===== config.mk =====
export PLATFORM = sky130hd
export DESIGN_NAME = muldiv_sequencer
export DESIGN_NICKNAME = d
export VERILOG_FILES = /design/src/rtl/muldiv_sequencer.sv
export SDC_FILE = /design/constraint.sdc
export NUM_CORES = 1
export LEC_CHECK = 0
export CAP_MARGIN = 20
export CORE_UTILIZATION = 30
export CTS_BUF_LIST = sky130_fd_sc_hd__clkbuf_8
export DETAILED_ROUTE_END_ITERATION = 12
export HOLD_SLACK_MARGIN = 0.02
export PLACE_DENSITY = 0.68
export SYNTH_ARGS = -nofsm -noshare
export SYNTH_HDL_FRONTEND = slang
export SYNTH_SLANG_ARGS = --single-unit

===== constraint.sdc =====
create_clock -name clock -period 3 [get_ports clock]
set_input_delay 0.9 -clock clock [delete_from_list [all_inputs] [get_ports clock]]
set_output_delay 0.9 -clock clock [all_outputs]
set_load 0.05 [all_outputs]

===== src/rtl/muldiv_sequencer.sv =====
// muldiv_sequencer: issues a start pulse to the iterative multiplier or divider,
// counts its fixed latency, then commits HI/LO. Divide-by-zero is caught before
// issue, and flush cancels any in-flight operation.
module muldiv_sequencer #(
   parameter int MULT_CYCLES = 32,
   parameter int DIV_CYCLES  = 32,
   parameter int CNT_W       = 6
) (
   input  logic        clock,
   input  logic        reset,
   input  logic        req,
   input  logic        req_div,
   input  logic [31:0] divisor,
   input  logic        flush,
   output logic        busy,
   output logic        mult_start,
   output logic        div_start,
   output logic        mult_or_div,
   output logic        hi_write,
   output logic        lo_write,
   output logic        done,
   output logic        div_zero
);

   typedef enum logic [2:0] {
      IDLE  = 3'd0,
      ISSUE = 3'd1,
      RUN   = 3'd2,
      WB    = 3'd3,
      ZERR  = 3'd4
   } state_t;

   localparam logic [CNT_W-1:0] MULT_LOAD = CNT_W'(MULT_CYCLES - 1);
   localparam logic [CNT_W-1:0] DIV_LOAD  = CNT_W'(DIV_CYCLES - 1);

   state_t           state_q, state_d;
   logic [CNT_W-1:0] cnt_q, cnt_d;
   logic             mod_q, mod_d;

   assign mult_or_div = mod_q;

   // State, latency counter and HI/LO select registers.
   always_ff @(posedge clock or posedge reset) begin
      if (reset) begin
         state_q <= IDLE;
         cnt_q   <= '0;
         mod_q   <= 1'b0;
      end else begin
         state_q <= state_d;
         cnt_q   <= cnt_d;
         mod_q   <= mod_d;
      end
   end

   // Next-state and Moore output decode; flush overrides everything last.
   always_comb begin
      state_d    = state_q;
      cnt_d      = cnt_q;
      mod_d      = mod_q;
      busy       = 1'b0;
      mult_start = 1'b0;
      div_start  = 1'b0;
      hi_write   = 1'b0;
      lo_write   = 1'b0;
      done       = 1'b0;
      div_zero   = 1'b0;

      case (state_q)
         IDLE: begin
            if (req) begin
               mod_d = req_div;
               if (req_div && (divisor == '0)) begin
                  state_d = ZERR;
               end else begin
                  state_d = ISSUE;
               end
            end
         end
         ISSUE: begin
            busy       = 1'b1;
            mult_start = ~mod_q;
            div_start  = mod_q;
            cnt_d      = mod_q ? DIV_LOAD : MULT_LOAD;
            state_d    = RUN;
         end
         RUN: begin
            busy = 1'b1;
            if (cnt_q == '0) begin
               state_d = WB;
            end else begin
               cnt_d = cnt_q - CNT_W'(1);
            end
         end
         WB: begin
            busy     = 1'b1;
            hi_write = 1'b1;
            lo_write = 1'b1;
            done     = 1'b1;
            state_d  = IDLE;
         end
         ZERR: begin
            busy     = 1'b1;
            div_zero = 1'b1;
            done     = 1'b1;
            state_d  = IDLE;
         end
         default: begin
            state_d = IDLE;
         end
      endcase

      // Flush drops any same-cycle request, so the select and counter hold.
      if (flush) begin
         state_d    = IDLE;
         cnt_d      = cnt_q;
         mod_d      = mod_q;
         mult_start = 1'b0;
         div_start  = 1'b0;
         hi_write   = 1'b0;
         lo_write   = 1'b0;
         done       = 1'b0;
         div_zero   = 1'b0;
      end
   end

endmodule


* Word level (Yosys, flattened, before mapping) *
Cells that the tools add are included.

word-level totals
  bits in registers = 10
  word-level logic and storage cells = 41

cells by class
  add/sub/neg operators = 1
  equal/unequal tests = 7
  mux-type cells = 18
  bitwise gates (word level) = 2
  reductions and logical operators = 10

operators by type and width
  operator                                              count
  zero test 32 bit                                      1
  2-to-1 mux 3 bit                                      4
  case mux 6 bit (2 select lines)                       1
  2-to-1 mux 1 bit                                      11
  case mux 3 bit (3 select lines)                       1
  equality test 3 x 2 -> 1 bit (second input constant)  2
  zero test 6 bit                                       1
  2-to-1 mux 6 bit                                      1
  inequality test 3 bit (second input constant)         2
  AND reduction 3 bit                                   2
  subtractor 6 x 1 -> 6 bit (second input constant)     1
  OR reduction 4 bit                                    1
  equality test 3 x 1 -> 1 bit (second input constant)  1
  equality test 3 bit (second input constant)           1
  zero test 3 bit                                       1
  inequality test 2 bit (second input constant)         1
  NOT 1 bit                                             2
  AND reduction 2 bit                                   1
  nonzero test 2 bit                                    1
  OR reduction 2 bit                                    1
  logical AND 1 bit                                     1

* Logic depth before layout (Yosys ltp) *
Gate-level depths: netlist (run 1).

  word-level depth = 6
  gate-level depth with buffers = 7
  depth with buffers taken out = 6

* Worst setup path before layout (run 1) *
OpenSTA, ideal clock, no wires.

  path type = input-to-output
  from = input flush
  to = output lo_write
  arrival = 2.919 ns
  required time = 2.100 ns
  setup slack = -0.819 ns
  stages = 2
  path buffers = 1
  cell sequence = nor4bb_1 buf_4

on the way
  word-level cells in the longest chain between the ends = 1

ends and longest elaborated chain
  item                RTL line  source
  start: declaration  14        input logic flush,
  2-to-1 mux 1 bit    113       if (flush) begin
  end: declaration    20        output logic lo_write,

No other way between the ends.

* Worst setup path in the final report (run 1) *
  from = input flush
  to = output mult_start

on the way
  word-level cells in the longest chain between the ends = 1

ends and longest elaborated chain
  item              RTL line  source
  2-to-1 mux 1 bit  113
  end: declaration  16        output logic mult_start,

No other way between the ends.

==> impl_metrics.ini, run 1 <==
[yosys]
synthesis.nets = 120
synthXorXnorAreaFrac_pct = 2.48
yosysSeqAreaShare_pct = 35.4
synth_fa_ha_area_share_pct = 3.54
synth_area_leaders = dfrtp_1 35%, nor4_1 9.7%, mux2_2 6.4%
netlist_instances = 81
async_reset_ff_share_pct = 100
synthSimpleGateAreaFrac_pct = 39.8
synth_warnings = 0
synth.distinct_cells = 26
synth_compound_area_share_pct = 4.07
synthFlopType = dfrtp_1
syn_avg_cell_area_um2 = 8.73
synth-edff-count = 0
synth_area_um2 = 707
synthMuxAreaShare_pct = 7.79
ys_ff_latch = 10
synth.most_common_cell = nor4_1
synth_top_area_cell = dfrtp_1
synth_top_family_by_area = simple AND/OR/NAND/NOR gates
ys_top_cells_by_count = 11 x nor4_1, 10 x dfrtp_1, 9 x nor2_1, 6 x inv_1
synth_top_cell_area_share_pct = 35.4

[place]
portBuffers = 44
postPlaceCellArea_um2 = 1270
dpl.hpwl_um = 1620
gp_congestion = 0.855
post-place-ws_ps = -56.1

[pwr]
power_density_nw_per_um2 = 338
leakagePower_uw = 0.000503
ir_drop_mv = 0.226

[sta]
slew_viol_final = 0
timing.final.ws_setup_ps = 178
setup_viol = 0
min_period_ps = 2820
fmax_mhz = 354
worst_pin_slew_ps = 491
relSlewSlack_pct = 67.2
finalSetupTns_ps = 0
rsz0062_at_grt = no
fin_worst_skew_ps = 3.55
fin_crit_sh_pct = 94.1
finalHoldViolations = 0

[cts]
clkTransAtPathRegs_ps = 50
clk_path_buf_depth = 2
clk_latency_ps = 230
clkSinkCount = 10
cts_made_buffers = 3
cts_tree = yes
root_buffer = clkbuf_8
htree_levels = 1
cts_setup_buffers = 0

[critical_path]
start_kind = input pin
max_stage_delay_ps = 290
worstSetupPathType = input pin to output pin
cp.arrival_ps = 1920
r2r_slack_ps = 1080
crit_slowest_cell = nor4b_2
worstPathCellList = dlygate4sd2_1, nor4b_2, buf_4, nor2b_4, buf_12
path_max_fanout = 3
worstPathRequired_ps = 2100
crit_path_end_kind = output pin

[detailed_routing]
dr.pass1.iters = 4
wire_per_inst_um = 12.2
vias = 806
routed_wl_um = 1910
drc = 0
avgViaCountPerCell = 5.13
drt-initial-drc-count = 9
final_antenna_net_count = 0

[floorplanning]
core_area_um2 = 2210
start_util_pct = 32.0
die-area_um2 = 2550
fp.dieW_um = 50.5
die_h_um = 50.5
num_io_pins = 45
num_rows = 17

[finish]
fill_cells = 212
nets = 170
final_area_um2 = 1320
area_growth_pct = 87.1
drive_above_1_share_pct = 17.8
n_antenna_cell = 0

[global_routing]
use_met1_pct = 19.3
grt_pass1_wl_um = 3380
track_usage_pct = 17.5
use_met2_pct = 31.3
top_usage_layer = met2
overflow = 0
grt_max_degree = 13
antenna_found_initial = 0
grtUsageMet3_pct = 2.42
grt_pass1_vias = 860

[outcome]
status = completed

[hold_path]
hold_class = register to register

[run]
cap_violations = 0
## per-layer routing
layer / share of wire, % / vias to the layer above
li1: - / 392
met1: 37 / 354
met2: 51 / 56
met3: 11 / 4
met4: 1.8 / 0
met5: 0 / -
## cell families after synthesis
group / count (synthesis)
flip-flops: 10
XOR/XNOR: 2
adder cells (fa/ha/maj): 2
buffers and inverters: 10
AO/OA/AOI/OAI: 4
AND/OR/NAND/NOR: 48
multiplexers: 5
## path summary, 6_finish.rpt
check / startpoint / endpoint / cells past startpoint
max: flush / mult_start / 5
min: cnt_q[1] / cnt_q[1] / 1
max reg2reg: state_q[1] / cnt_q[5] / 5
min reg2reg: cnt_q[1] / cnt_q[1] / 1
max in group asynchronous: reset / mult_or_div / 2
min in group asynchronous: reset / cnt_q[3] / 2
## state kept, by name, summed over array words and instances, names as in the netlist
name and cells:
cnt_q 6, mult_or_div 1, state_q 3
## timing repair
item | CTS | global route
endpoints found under the setup margin | 2 | 0
resized for setup | 3 | 0
hold buffers | 0 | 0
## metrics by stage
step           cells  util (%)  hold WS [ps]  power, uW
4_1_cts          157      59.8           529        452
6_report         157      59.8           522        448
3_5_place_dp     154      57.6           520        315
2_1_floorplan     81         -           481        235
5_1_grt          157      59.8           536        473
3_3_place_gp     154      57.6           491        313
## area by class of cell
class | instances | area, um^2 | area share (%)
multi-input cells | 61 | 437 | 33.0
well taps | 28 | 35.0 | 2.65
flip-flops and latches | 10 | 250 | 18.9
clock buffers | 3 | 41.3 | 3.12
inverters | 6 | 22.5 | 1.70
repair buffers | 49 | 537 | 40.6
## power by group
part,switching [uW],internal [uW]
registers,14.5,148
clock network,46.7,87.4
logic,66.2,84.4
total,127,320
## cells in the final DEF, fill, tap and decap left out, types with 3 or more instances in the layout
cell type        netlist  layout
nand3b_1               3       3
inv_1                  6       6
buf_12                 0       6
nand3_1                4       4
clkdlybuf4s50_1        0      37
clkbuf_8               0       3
buf_4                  1       5
or3_1                  4       4
nor4_1                11      11
nand2_1                4       4
dfrtp_1               10      10
nor2_1                 9       9
mux2_2                 4       4
## worst max-delay path, delay by kind of cell
family                 cells  cell delay, ps
and+or+nand+nor            2             440
buffers and inverters      3             570
(Power assumes the default switching activity.)
==> inputs of run 2 (changes only) <==
--- a/config.mk
+++ b/config.mk
@@ -5,12 +5,12 @@
 export SDC_FILE = /design/constraint.sdc
 export NUM_CORES = 1
 export LEC_CHECK = 0
+export ABC_AREA = 1
 export CAP_MARGIN = 20
 export CORE_UTILIZATION = 30
 export CTS_BUF_LIST = sky130_fd_sc_hd__clkbuf_8
 export DETAILED_ROUTE_END_ITERATION = 12
 export HOLD_SLACK_MARGIN = 0.02
-export PLACE_DENSITY = 0.68
 export SYNTH_ARGS = -nofsm -noshare
 export SYNTH_HDL_FRONTEND = slang
 export SYNTH_SLANG_ARGS = --single-unit
==> run 2 against run 1 <==
Compared with the run above:
- non-clock buffer count down 4
- core utilization is 3.9 points lower
- fmax is 2.8% lower
- synthesized cell count increased by 58%
- count of clock-buffer cells in the layout is 1 higher
- first-iteration DRC count unchanged
- wire length rose by 5.3%
- flip-flop and latch count unchanged
- die area increased by 15%
- critical path type unchanged
- critical endpoint unchanged
- largest power group is now combinational logic
- highest routed layer unchanged
==> impl_metrics.ini, run 2 <==
[cts]
clkTransAtPathRegs_ps = 50
clkSinkCount = 10
htree_levels = 1
root_buffer = clkbuf_8
clk_path_buf_depth = 2
cts_made_buffers = 3
clk_latency_ps = 240
cts_tree = yes

[floorplanning]
core_area_um2 = 2520
num_rows = 18
die_h_um = 54.1
num_io_pins = 45
fp.dieW_um = 54.1
start_util_pct = 32.3
die-area_um2 = 2930

[sta]
min_period_ps = 2900
relSlewSlack_pct = 66.2
worst_pin_slew_ps = 505
fin_worst_skew_ps = 3.00
hold_slack_ps = 486
slew_viol_final = 0
fin_crit_sh_pct = 96.8
rsz0062_at_grt = no
fmax_mhz = 344
finalSetupTns_ps = 0
finalHoldViolations = 0
setup_viol = 0

[detailed_routing]
wire_per_inst_um = 9.76
avgViaCountPerCell = 4.67
dr.pass1.iters = 4
routed_wl_um = 2010
vias = 963
final_antenna_net_count = 0
drt-initial-drc-count = 9
drc = 0

[place]
portBuffers = 44
dpl.hpwl_um = 1710
gp_congestion = 0.781
postPlaceCellArea_um2 = 1350
dp.cells = 202

[pwr]
power_density_nw_per_um2 = 525
ir_drop_mv = 0.380
leakagePower_uw = 0.000615

[critical_path]
start_kind = input pin
path_max_fanout = 3
worstSetupPathType = input pin to output pin
worstPathRequired_ps = 2100
timing.rr.start = cnt_q[0]
crit_path_end_kind = output pin
cp-startpoint = flush
r2r_slack_ps = 1640
cp.arrival_ps = 2000

[yosys]
netlist_instances = 128
synthesis.nets = 167
ys_ff_latch = 10
synth_area_um2 = 815
synth.most_common_cell = nand2_1
synth-edff-count = 0
synth_top_area_cell = dfrtp_1
synth.distinct_cells = 20
synthFlopType = dfrtp_1
syn_avg_cell_area_um2 = 6.36
synth_top_cell_area_share_pct = 30.7
synth_warnings = 0
async_reset_ff_share_pct = 100
ys_top_cells_by_count = 35 x nand2_1, 34 x nor2_1, 12 x inv_1, 12 x nand3_1, 10 x dfrtp_1
synth_area_leaders = dfrtp_1 31%, nand2_1 16%, nor2_1 16%
yosysSeqAreaShare_pct = 30.7

[finish]
final_cell_mix = 38 x clkdlybuf4s50_1, 35 x nand2_1, 33 x nor2_1
largest_register_ffs = 6
multi_input_area_um2 = 503
final_util_pct = 55.9
drive_above_1_share_pct = 14.2
fill_cells = 256
final_area_um2 = 1410
final_cells = 206
n_antenna_cell = 0
regMostFlops = cnt_q
area_growth_pct = 73.1
ff_latch_area_um2 = 250
mostFrequentLayoutCell = clkdlybuf4s50_1
nets = 216

[hold_path]
min-delay-start = cnt_q[0]
hold_class = register to register

[global_routing]
antenna_found_initial = 0
overflow = 0
grt_max_degree = 11
grt_pass1_wl_um = 3290
track_usage_pct = 16.0
grt_pass1_vias = 900

[run]
cap_violations = 0

[outcome]
status = completed
[run 2: cell families after synthesis]
family / Yosys count / share of synthesized area, %
xor gates and xnor gates: 1 / 1.08
and+or+nand+nor: 93 / 53.3
DFF: 10 / 30.7
buffers and inverters: 16 / 7.83
AOI/OAI and AO/OA: 6 / 3.99
adders and majority gates: 2 / 3.07
[run 2: repair_timing]
| action | CTS | global route |
|---|---|---|
| hold buffers | 0 | 0 |
| buffers inserted | 0 | 0 |
| gates resized for setup | 0 | 1 |
| endpoints found under the setup margin | 0 | 1 |
[run 2: area by class of cell]
| class | count | area share, % |
|---|---|---|
| Timing Repair Buffer | 45 | 36.0 |
| Multi-Input combinational cell | 102 | 35.7 |
| Sequential cell | 10 | 17.7 |
| Inverter | 15 | 3.99 |
| Clock buffer | 4 | 3.90 |
| Tap cell | 30 | 2.66 |
[run 2: worst max-delay path, cell delays in order]
cell and delay, ps:
clkdlybuf4s50_1 430, inv_1 110, nand2_4 80, inv_2 70, nand2_1 70, nor2_1 180
buf_12 160
[run 2: worst paths after layout]
| path | to | depth (start not counted) |
|---|---|---|
| min | cnt_q[0] | 2 |
| max | mult_start | 7 |
| max reg2reg | cnt_q[0] | 8 |
| min reg2reg | cnt_q[0] | 2 |
| min in group asynchronous | mult_or_div | 2 |
| max in group asynchronous | cnt_q[4] | 2 |
[run 2: metrics by stage]
step / total power (uW) / setup WS (ps)
CTS: 744 / 80.4
global route: 797 / 7.71
finish: 740 / 95.5
detailed placement: 569 / 83.9
floorplan: 445 / 181
global placement: 564 / 128
[run 2: report_power, final]
part	switching [uW]	internal, uW	total, uW
registers	44.0	178	222
clock network	55.9	116	171
logic	196	151	347
[run 2: per-layer routing]
metal  vias to the layer above  routed length (um)  track usage [%]
met5                         -                   0                0
met4                         0                  44             8.55
met3                         5                 181             6.21
met2                        40                 966             28.0
met1                       427                 818             16.2
li1                        491                   -                -
==> inputs of run 3 (changes only) <==
--- a/config.mk
+++ b/config.mk
@@ -5,12 +5,12 @@
 export SDC_FILE = /design/constraint.sdc
 export NUM_CORES = 1
 export LEC_CHECK = 0
-export ABC_AREA = 1
 export CAP_MARGIN = 20
 export CORE_UTILIZATION = 30
 export CTS_BUF_LIST = sky130_fd_sc_hd__clkbuf_8
 export DETAILED_ROUTE_END_ITERATION = 12
 export HOLD_SLACK_MARGIN = 0.02
+export PLACE_DENSITY = 0.68
 export SYNTH_ARGS = -nofsm -noshare
 export SYNTH_HDL_FRONTEND = slang
 export SYNTH_SLANG_ARGS = --single-unit
==> results of run 3 <==
No change in the layout: final DEF, timing and power equal those of run 1.
